## src/rtl/spi_slave.sv

```systemverilog
// SPI target endpoint: one 8-bit full-duplex byte per 8 SCLK cycles while CS_N is low.
// The pins are synchronized into sys_clk and every pin event is acted on three edges after capture.
module spi_slave #(
  parameter bit CPOL = 1'b0,
  parameter bit CPHA = 1'b0
) (
  input  logic       sys_clk,
  input  logic       sys_reset_n,
  input  logic [7:0] tx_data,
  input  logic       tx_valid,
  output logic       tx_ready,
  output logic [7:0] rx_data,
  output logic       rx_valid,
  output logic       tx_underrun,
  output logic       busy,
  input  logic       spi_sclk,
  input  logic       spi_cs_n,
  input  logic       spi_mosi,
  output logic       spi_miso,
  output logic       spi_miso_oe
);

  typedef enum logic [0:0] {IDLE, ACTIVE} state_t;

  state_t     state;
  logic       sclk_meta, sclk_sync, sclk_prev;
  logic       cs_meta, cs_sync, cs_prev;
  logic       mosi_meta, mosi_sync;
  logic       sample_stb, shift_stb;
  logic [7:0] rx_shift, tx_shift, tx_buf;
  logic [2:0] bit_cnt;

  logic       sclk_changed, lead_edge, trail_edge, sample_edge, shift_edge;
  logic       load, write;
  logic [7:0] load_byte, rx_next;

  // Edges are decoded one cycle after the synchronizer and registered as strobes,
  // which lines SCLK events up with CS_N events (both take effect three edges after capture).
  assign sclk_changed = sclk_sync != sclk_prev;
  assign lead_edge    = sclk_changed && (sclk_sync != CPOL);
  assign trail_edge   = sclk_changed && (sclk_sync == CPOL);
  assign sample_edge  = CPHA ? trail_edge : lead_edge;
  assign shift_edge   = CPHA ? lead_edge : trail_edge;

  assign write     = tx_valid && tx_ready;
  assign load_byte = tx_ready ? 8'h00 : tx_buf;
  assign rx_next   = {rx_shift[6:0], mosi_sync};

  // A byte load either enters ACTIVE (CPHA=0 only) or is the first shift edge of a byte.
  assign load = ((state == IDLE) && !cs_prev && (CPHA == 1'b0)) ||
                ((state == ACTIVE) && !cs_prev && shift_stb && (bit_cnt == 3'd0));

  always_ff @(posedge sys_clk or negedge sys_reset_n) begin
    if (!sys_reset_n) begin
      state       <= IDLE;
      sclk_meta   <= CPOL;
      sclk_sync   <= CPOL;
      sclk_prev   <= CPOL;
      cs_meta     <= 1'b1;
      cs_sync     <= 1'b1;
      cs_prev     <= 1'b1;
      mosi_meta   <= 1'b0;
      mosi_sync   <= 1'b0;
      sample_stb  <= 1'b0;
      shift_stb   <= 1'b0;
      rx_shift    <= 8'h00;
      tx_shift    <= 8'h00;
      tx_buf      <= 8'h00;
      bit_cnt     <= 3'd0;
      tx_ready    <= 1'b1;
      rx_data     <= 8'h00;
      rx_valid    <= 1'b0;
      tx_underrun <= 1'b0;
      busy        <= 1'b0;
      spi_miso    <= 1'b0;
      spi_miso_oe <= 1'b0;
    end else begin
      sclk_meta  <= spi_sclk;
      sclk_sync  <= sclk_meta;
      sclk_prev  <= sclk_sync;
      cs_meta    <= spi_cs_n;
      cs_sync    <= cs_meta;
      cs_prev    <= cs_sync;
      mosi_meta  <= spi_mosi;
      mosi_sync  <= mosi_meta;
      sample_stb <= sample_edge;
      shift_stb  <= shift_edge;

      rx_valid    <= 1'b0;
      tx_underrun <= load && tx_ready;

      // Only an empty buffer accepts a write, so a same-cycle load always sees the old content.
      if (write) begin
        tx_buf   <= tx_data;
        tx_ready <= 1'b0;
      end else if (load) begin
        tx_ready <= 1'b1;
      end

      case (state)
        IDLE: begin
          if (!cs_prev) begin
            state       <= ACTIVE;
            busy        <= 1'b1;
            spi_miso_oe <= 1'b1;
            bit_cnt     <= 3'd0;
            rx_shift    <= 8'h00;
            if (CPHA == 1'b0) begin
              tx_shift <= load_byte;
              spi_miso <= load_byte[7];
            end else begin
              tx_shift <= 8'h00;
              spi_miso <= 1'b0;
            end
          end
        end
        ACTIVE: begin
          if (cs_prev) begin
            state       <= IDLE;
            busy        <= 1'b0;
            spi_miso_oe <= 1'b0;
            spi_miso    <= 1'b0;
            bit_cnt     <= 3'd0;
            rx_shift    <= 8'h00;
            tx_shift    <= 8'h00;
          end else begin
            if (sample_stb) begin
              rx_shift <= rx_next;
              bit_cnt  <= bit_cnt + 3'd1;
              if (bit_cnt == 3'd7) begin
                rx_data  <= rx_next;
                rx_valid <= 1'b1;
              end
            end
            if (shift_stb) begin
              if (bit_cnt == 3'd0) begin
                tx_shift <= load_byte;
                spi_miso <= load_byte[7];
              end else begin
                tx_shift <= {tx_shift[6:0], 1'b0};
                spi_miso <= tx_shift[6];
              end
            end
          end
        end
        default: state <= IDLE;
      endcase
    end
  end

endmodule

```

## config.mk

```make
export PLATFORM = sky130hd
export DESIGN_NAME = spi_slave
export DESIGN_NICKNAME = d
export VERILOG_FILES = /design/src/rtl/spi_slave.sv
export SDC_FILE = /design/constraint.sdc
export NUM_CORES = 1
export LEC_CHECK = 0
export BUFFER_PORTS_ARGS = -buffer_cell sky130_fd_sc_hd__buf_2
export CAP_MARGIN = 0
export CORE_ASPECT_RATIO = 1.25
export CORE_MARGIN = 2
export CORE_UTILIZATION = 56
export CTS_BUF_LIST = sky130_fd_sc_hd__clkbuf_16
export CTS_CLUSTER_SIZE = 24
export DETAILED_ROUTE_END_ITERATION = 10
export GPL_TIMING_DRIVEN = 0
export PLACE_DENSITY = 0.78
export SLEW_MARGIN = 20
export SYNTH_ARGS = -nofsm -noshare
export SYNTH_HDL_FRONTEND = slang
export SYNTH_SLANG_ARGS = --single-unit
```

## constraint.sdc

```tcl
create_clock -name sys_clk -period 1.7 [get_ports sys_clk]
set_input_delay 0.51 -clock sys_clk [delete_from_list [all_inputs] [get_ports sys_clk]]
set_output_delay 0.51 -clock sys_clk [all_outputs]
set_load 0.005 [all_outputs]
```

==> impl_metrics.csv, run 1 <==
group,metric,value,unit
worst_setup_path,r2r_end,"rx_data[0]",
routing,drc,1,
placement,post-dp-hpwl,2.587,mm
worst_setup_path,cp-end-kind,"flip-flop",
synthesis,ys_ff_latch,49,
clocking,cts_tree,"yes",
routing,post_drt_via_cell_ratio,5.578,
power_and_ir_drop,p_per_area,1141,nW/µm²
layout,drive_gt1_share,35.71,%
placement,portBuffers,27,
synthesis,yosysWarnings,0,
clocking,clock-sinks,49,
sta,worst_slack,142.4,ps
power_and_ir_drop,vdd_ir_drop_max,0.0008854,V
power_and_ir_drop,p_leak,1.240,nW
worst_setup_path,crit_fanout,8,
routing,vias,1389,
floorplanning,initial_core_util,59.00,%
sta,tns,0,ps
min_path,hold_path.class,"in -> async",
placement,pre_cts_ws,17.49,ps
floorplanning,io_pins,28,
clocking,cts_buffers,5,
synthesis,ys_seq_area_share,58.89,%
clocking,clk_pin_slew,60,ps
routing,drt_wl_total,3.793,mm
layout,register_area,1231,µm²
worst_setup_path,r2r-start,"cs_prev",
sta,rsz0062_at_grt,"no",
sta,drv_slew,0,
sta,setup_viol,0,
floorplanning,die_h,72.32,µm
routing,dr.first_iter.drc_count,62,
synthesis,netlist_area,2091,µm²
global_route,grt_pass1_wl,6.624,mm
worst_setup_path,start_kind,"flip-flop",
layout,multiInputGateArea,784.5,µm²
sta,period_needed,1558,ps
global_route,grt_pass1_vias,1516,
sta,hold_viol_final,0,
flow_run,max-cap-violations,0,
clocking,root_buffer,"clkbuf_16",
global_route,antenna_found_initial,0,
outcome,violations,"design-rule violations",
sta,slew_headroom,60.83,%
worst_setup_path,critPathKind,"reg -> reg",
placement,gp_congestion,0.7892,
routing,wire_per_inst,15.23,µm
clocking,clock_path_buffers,2,
worst_setup_path,ff2ff_path_depth,4,
clocking,clock_latency,280,ps
floorplanning,core_area,3543,µm²
synthesis,synth.distinct_cells,28,
outcome,status,"complete, but fails checks",
global_route,grt_usage,20.79,%
sta,finClkSkew,5.087,ps
routing,firstDrtPassIters,9,
floorplanning,dieArea,4241,µm²
synthesis,synth_cells,174,
global_route,grt_overflow_total,0,
layout,syn_to_final_growth,18.13,%
sta,fin_crit_sh,91.63,%
global_route,grt_max_degree,50,
layout,num_antenna_cells,0,
synthesis,syn_nets,194,
worst_setup_path,cp.required,1860,ps
routing,final_antenna_net_count,0,
floorplanning,rows,24,
synthesis,avgSynthCellArea,12.02,µm²
worst_setup_path,r2r_slack,140,ps
clocking,h-tree-depth,2,
floorplanning,fp.dieW,58.65,µm
sta,max_freq,0.6420,GHz
worst_setup_path,arrival,1720,ps
layout,fill_cells,271,
layout,nets,229,
sta,worst_slew_pin_slew,587.5,ps
[area by class of cell]
class	count	area share, %
Clock inverter	3	1.570
Sequential cell	49	49.85
Clock buffer	5	5.066
Timing Repair Buffer	28	6.383
Buffer	7	2.330
Multi-Input combinational cell	111	31.76
Tap cell	39	1.976
Inverter	7	1.064
[synth_stat cells (all sizes together)]
cell	count	area share (%)
inv	7	1.3
a21oi	3	1.3
ha	6	3.6
a21o	2	0.72
o21ai	10	2.4
nor2b	3	0.90
dfrtp	45	54
a31oi	7	2.1
nand2	26	4.8
and2	5	1.5
nor2	11	2.3
nor3b	6	3.6
nand2b	1	0.66
a32oi	1	0.42
buf	7	2.6
nand3	11	3.2
and2b	1	0.36
mux2i	1	0.48
mux2	16	8.6
and3	1	0.30
dfstp	4	5.0
[through the flow]
stage | area, µm² | util, % | instances | hold slack (ps) | power, W
floorplan | 2091 | - | 174 | 214.4 | 0.001618
global placement | 2275 | 64.19 | 240 | 335.4 | 0.001717
detailed placement | 2275 | 64.19 | 240 | 336.3 | 0.001746
CTS | 2439 | 68.82 | 248 | 315.6 | 0.002831
global route | 2470 | 69.70 | 249 | 273.8 | 0.002947
finish | 2470 | 69.70 | 249 | 227.1 | 0.002817
[layer usage]
layer / share of wire (%) / GRT usage [%] / vias up / wire (µm)
met3: 3.6 / 4.991 / 7 / 137
met5: 0 / 0 / - / 0
li1: - / - / 663 / -
met2: 54 / 37.08 / 26 / 2046
met1: 40 / 23.76 / 693 / 1519
met4: 2.3 / 8.081 / 0 / 89
[worst max-delay path by stage]
stage,start,to,cells after the start
floorplan,cs_prev,rx_data[0],4
global placement,cs_prev,bit_cnt[1],6
detailed placement,cs_prev,bit_cnt[1],6
CTS,cs_prev,bit_cnt[1],6
global route,cs_prev,rx_shift[4],6
finish,cs_prev,rx_data[0],4
[where the power goes]
part / switching, W / internal, W / total [W]
clock network: 0.000393 / 0.000685 / 0.00108
logic: 0.000190 / 0.000187 / 0.000377
registers: 0.0000753 / 0.00129 / 0.00136
[cells in the final DEF (no fill, tap or decap)]
cell type	Yosys	final
dfstp_2	4	4
nand3_4	1	1
and3_1	1	1
and2_1	5	5
nor2_4	1	1
mux2_2	16	16
buf_4	3	4
clkinv_2	0	1
nand2b_4	1	1
buf_2	2	27
and2b_1	1	1
nand3_1	10	10
nor3b_2	6	6
a31oi_1	7	7
buf_6	2	2
ha_1	6	5
a21oi_2	0	1
o21ai_1	5	5
ha_2	0	1
inv_1	7	8
buf_12	0	1
bufinv_16	0	1
a21oi_1	2	1
dfrtp_1	45	45
a32oi_1	1	1
clkbuf_16	0	5
nor2_1	10	10
mux2i_1	1	1
o21ai_0	5	5
a21oi_4	1	1
clkbuf_4	0	1
nand2_1	25	25
nor2b_1	3	3
nand2_2	1	1
a21o_1	2	2
[critical path: stages (launching register included)]
cell and delay [ps]:
dfstp_2 580, inv_1 90, ha_2 240, nand3_4 170, mux2_2 360
[registers in the layout, summed over array words and instances, names as in the netlist, 3 cells and up]
name,flops
rx_shift,7
tx_shift,7
bit_cnt,3
tx_buf,8
rx_data,8
[logic make-up (layout without fill, tap and decap cells)]
| kind of cell | count (synthesis) | after routing | synth area share [%] |
|---|---|---|---|
| fa+ha+maj | 6 | 6 | 3.591 |
| simple gates | 65 | 65 | 17.65 |
| flops | 49 | 49 | 58.89 |
| mux | 17 | 17 | 9.096 |
| compound gates | 23 | 23 | 6.882 |
| buf+inv | 14 | 50 | 3.890 |
[repair_timing]
item,CTS,global route
resized for setup,0,3
hold buffers,0,0
setup buffers,0,1
endpoints found under the setup margin,0,18
Note: power is estimated with default switching activity, not from simulation.
==> run 2: changes to the inputs <==
--- a/config.mk
+++ b/config.mk
@@ -5,7 +5,7 @@
 export SDC_FILE = /design/constraint.sdc
 export NUM_CORES = 1
 export LEC_CHECK = 0
-export BUFFER_PORTS_ARGS = -buffer_cell sky130_fd_sc_hd__buf_2
+export BUFFER_PORTS_ARGS = -buffer_cell sky130_fd_sc_hd__buf_4
 export CAP_MARGIN = 0
 export CORE_ASPECT_RATIO = 1.25
 export CORE_MARGIN = 2
==> run 2 against run 1 <==
Critical path type unchanged. Count of clock-buffer cells in the layout is the same. The run still ends with design-rule violations left. Cell count grew 0.80%. Largest power group unchanged. Total power is essentially flat. Combinational power grew 4%. Worst hold slack gained 13 ps. Largest cell class unchanged. Sequential power is essentially flat. Critical endpoint is now bit_cnt[0]. Critical path depth grew 2.
==> impl_metrics.csv, run 2 (synthesized netlist as in run 1, its figures left out) <==
group,metric,value,unit
power_and_ir_drop,p_leak,1.254,nW
floorplanning,initial_core_util,59.00,%
sta,period_needed,1547,ps
worst_setup_path,crit_chain,"inv_1 > ha_2 > a21o_1 > buf_2 > nand2_1 > o21ai_0",
flow_run,max-cap-violations,0,
global_route,grt_usage,20.29,%
routing,dr.first_iter.drc_count,44,
worst_setup_path,critPathKind,"reg -> reg",
clocking,clock_path_buffers,2,
worst_setup_path,cp-end-kind,"flip-flop",
worst_setup_path,critical_path.top_delay_family,"flip-flops",
outcome,violations,"design-rule violations",
worst_setup_path,cpPeakStageDelay,580,ps
placement,portBuffers,27,
sta,slew_headroom,60.19,%
sta,rsz0062_at_grt,"no",
min_path,hold_path.class,"in -> async",
global_route,antenna_found_initial,0,
floorplanning,die_h,72.32,µm
outcome,status,"complete, but fails checks",
layout,stdcell_count,251,
global_route,grt_pass1_wl,6.520,mm
clocking,h-tree-depth,2,
worst_setup_path,path_buf_inv,2,
clocking,cts_buffers,5,
placement,place_inst,240,
layout,nets,231,
floorplanning,io_pins,28,
clocking,root_buffer,"clkbuf_16",
sta,worst_slew_pin_slew,597.1,ps
sta,setup_viol,0,
layout,num_antenna_cells,0,
clocking,clk_pin_slew,60,ps
global_route,grt_pass1_vias,1433,
floorplanning,core_area,3543,µm²
worst_setup_path,cp.required,1860,ps
power_and_ir_drop,finalPower,0.002820,W
sta,hold_slack,239.8,ps
layout,drive_gt1_share,35.85,%
routing,firstDrtPassIters,9,
sta,fin_crit_sh,90.97,%
placement,gp_congestion,0.7885,
routing,drt_wl_total,3.736,mm
routing,post_drt_via_cell_ratio,5.542,
sta,tns,0,ps
placement,pre_cts_ws,37.96,ps
sta,max_freq,0.6466,GHz
sta,hold_viol_final,0,
routing,wire_per_inst,14.88,µm
worst_setup_path,arrival,1700,ps
global_route,grt_max_degree,50,
layout,reg_top3,"rx_data: 8 flops, tx_buf: 8 flops",
routing,final_antenna_net_count,0,
clocking,cts_tree,"yes",
routing,vias,1391,
clocking,clock_latency,280,ps
power_and_ir_drop,vdd_ir_drop_max,0.0009682,V
layout,final_common_cell,"dfrtp_1",
sta,drv_slew,0,
worst_setup_path,critPathSlowestCell,"dfstp_2",
layout,layout_common_cells,"45 x dfrtp_1, 33 x buf_4, 25 x nand2_1",
placement,post-dp-hpwl,2.554,mm
clocking,clock-sinks,49,
layout,syn_to_final_growth,21.30,%
floorplanning,dieArea,4241,µm²
sta,worst_slack,153.4,ps
floorplanning,rows,24,
routing,drc,1,
worst_setup_path,start_kind,"flip-flop",
power_and_ir_drop,p_per_area,1112,nW/µm²
worst_setup_path,crit_fanout,9,
sta,finClkSkew,4.920,ps
floorplanning,fp.dieW,58.65,µm
global_route,grt_overflow_total,0,
-- run 2: report_power, final --
part           switching [W]  internal [W]  total, W
sequential         0.0000744       0.00129   0.00136
clock               0.000383      0.000683   0.00107
combinational       0.000190      0.000203  0.000393
-- run 2: timing repair --
item	in CTS	in global routing
setup buffers	0	3
endpoints found under the setup margin	0	18
gates resized for setup	0	3
hold buffers	0	0
endpoints found under the hold margin	0	0
-- run 2: layout make-up --
class	count	area (µm²)
Buffer	7	57.56
Clock buffer	5	125.1
Clock inverter	3	37.54
Fill cell	259	1007
Inverter	7	26.28
Multi-Input combinational cell	111	784.5
Sequential cell	49	1231
Tap cell	39	48.80
Timing Repair Buffer	30	225.2
-- run 2: routing by layer --
metal	GRT usage [%]	part of all wire (%)	wire (µm)
met1	25.79	41	1519
met2	34.58	55	2059
met3	4.456	3.1	115
met4	6.313	1.1	41
met5	0	0	0
-- run 2: through the flow --
step | utilization [%] | area (µm²)
3_5_place_dp | 66.10 | 2342
3_3_place_gp | 66.10 | 2342
2_1_floorplan | - | 2091
5_1_grt | 71.57 | 2536
6_report | 71.57 | 2536
4_1_cts | 70.69 | 2505
-- run 2: worst paths after layout --
| path | from | to | slack, ps | cells past startpoint |
|---|---|---|---|---|
| min in group sys_clk | spi_cs_n | cs_meta | 330 | 1 |
| worst min register to register | mosi_meta | mosi_sync | 350 | 0 |
| max in group asynchronous | sys_reset_n | rx_shift[5] | 1060 | 1 |
| worst min-delay path | sys_reset_n | tx_buf[6] | 240 | 1 |
| worst max-delay path | cs_prev | bit_cnt[0] | 150 | 6 |
| worst max register to register | cs_prev | bit_cnt[0] | 150 | 6 |
-- run 2: worst register-to-register path, stage by stage (launching register included) --
cell and delay, ps:
dfstp_2 580, inv_1 90, ha_2 240, a21o_1 190, buf_2 170, nand2_1 80, o21ai_0 80
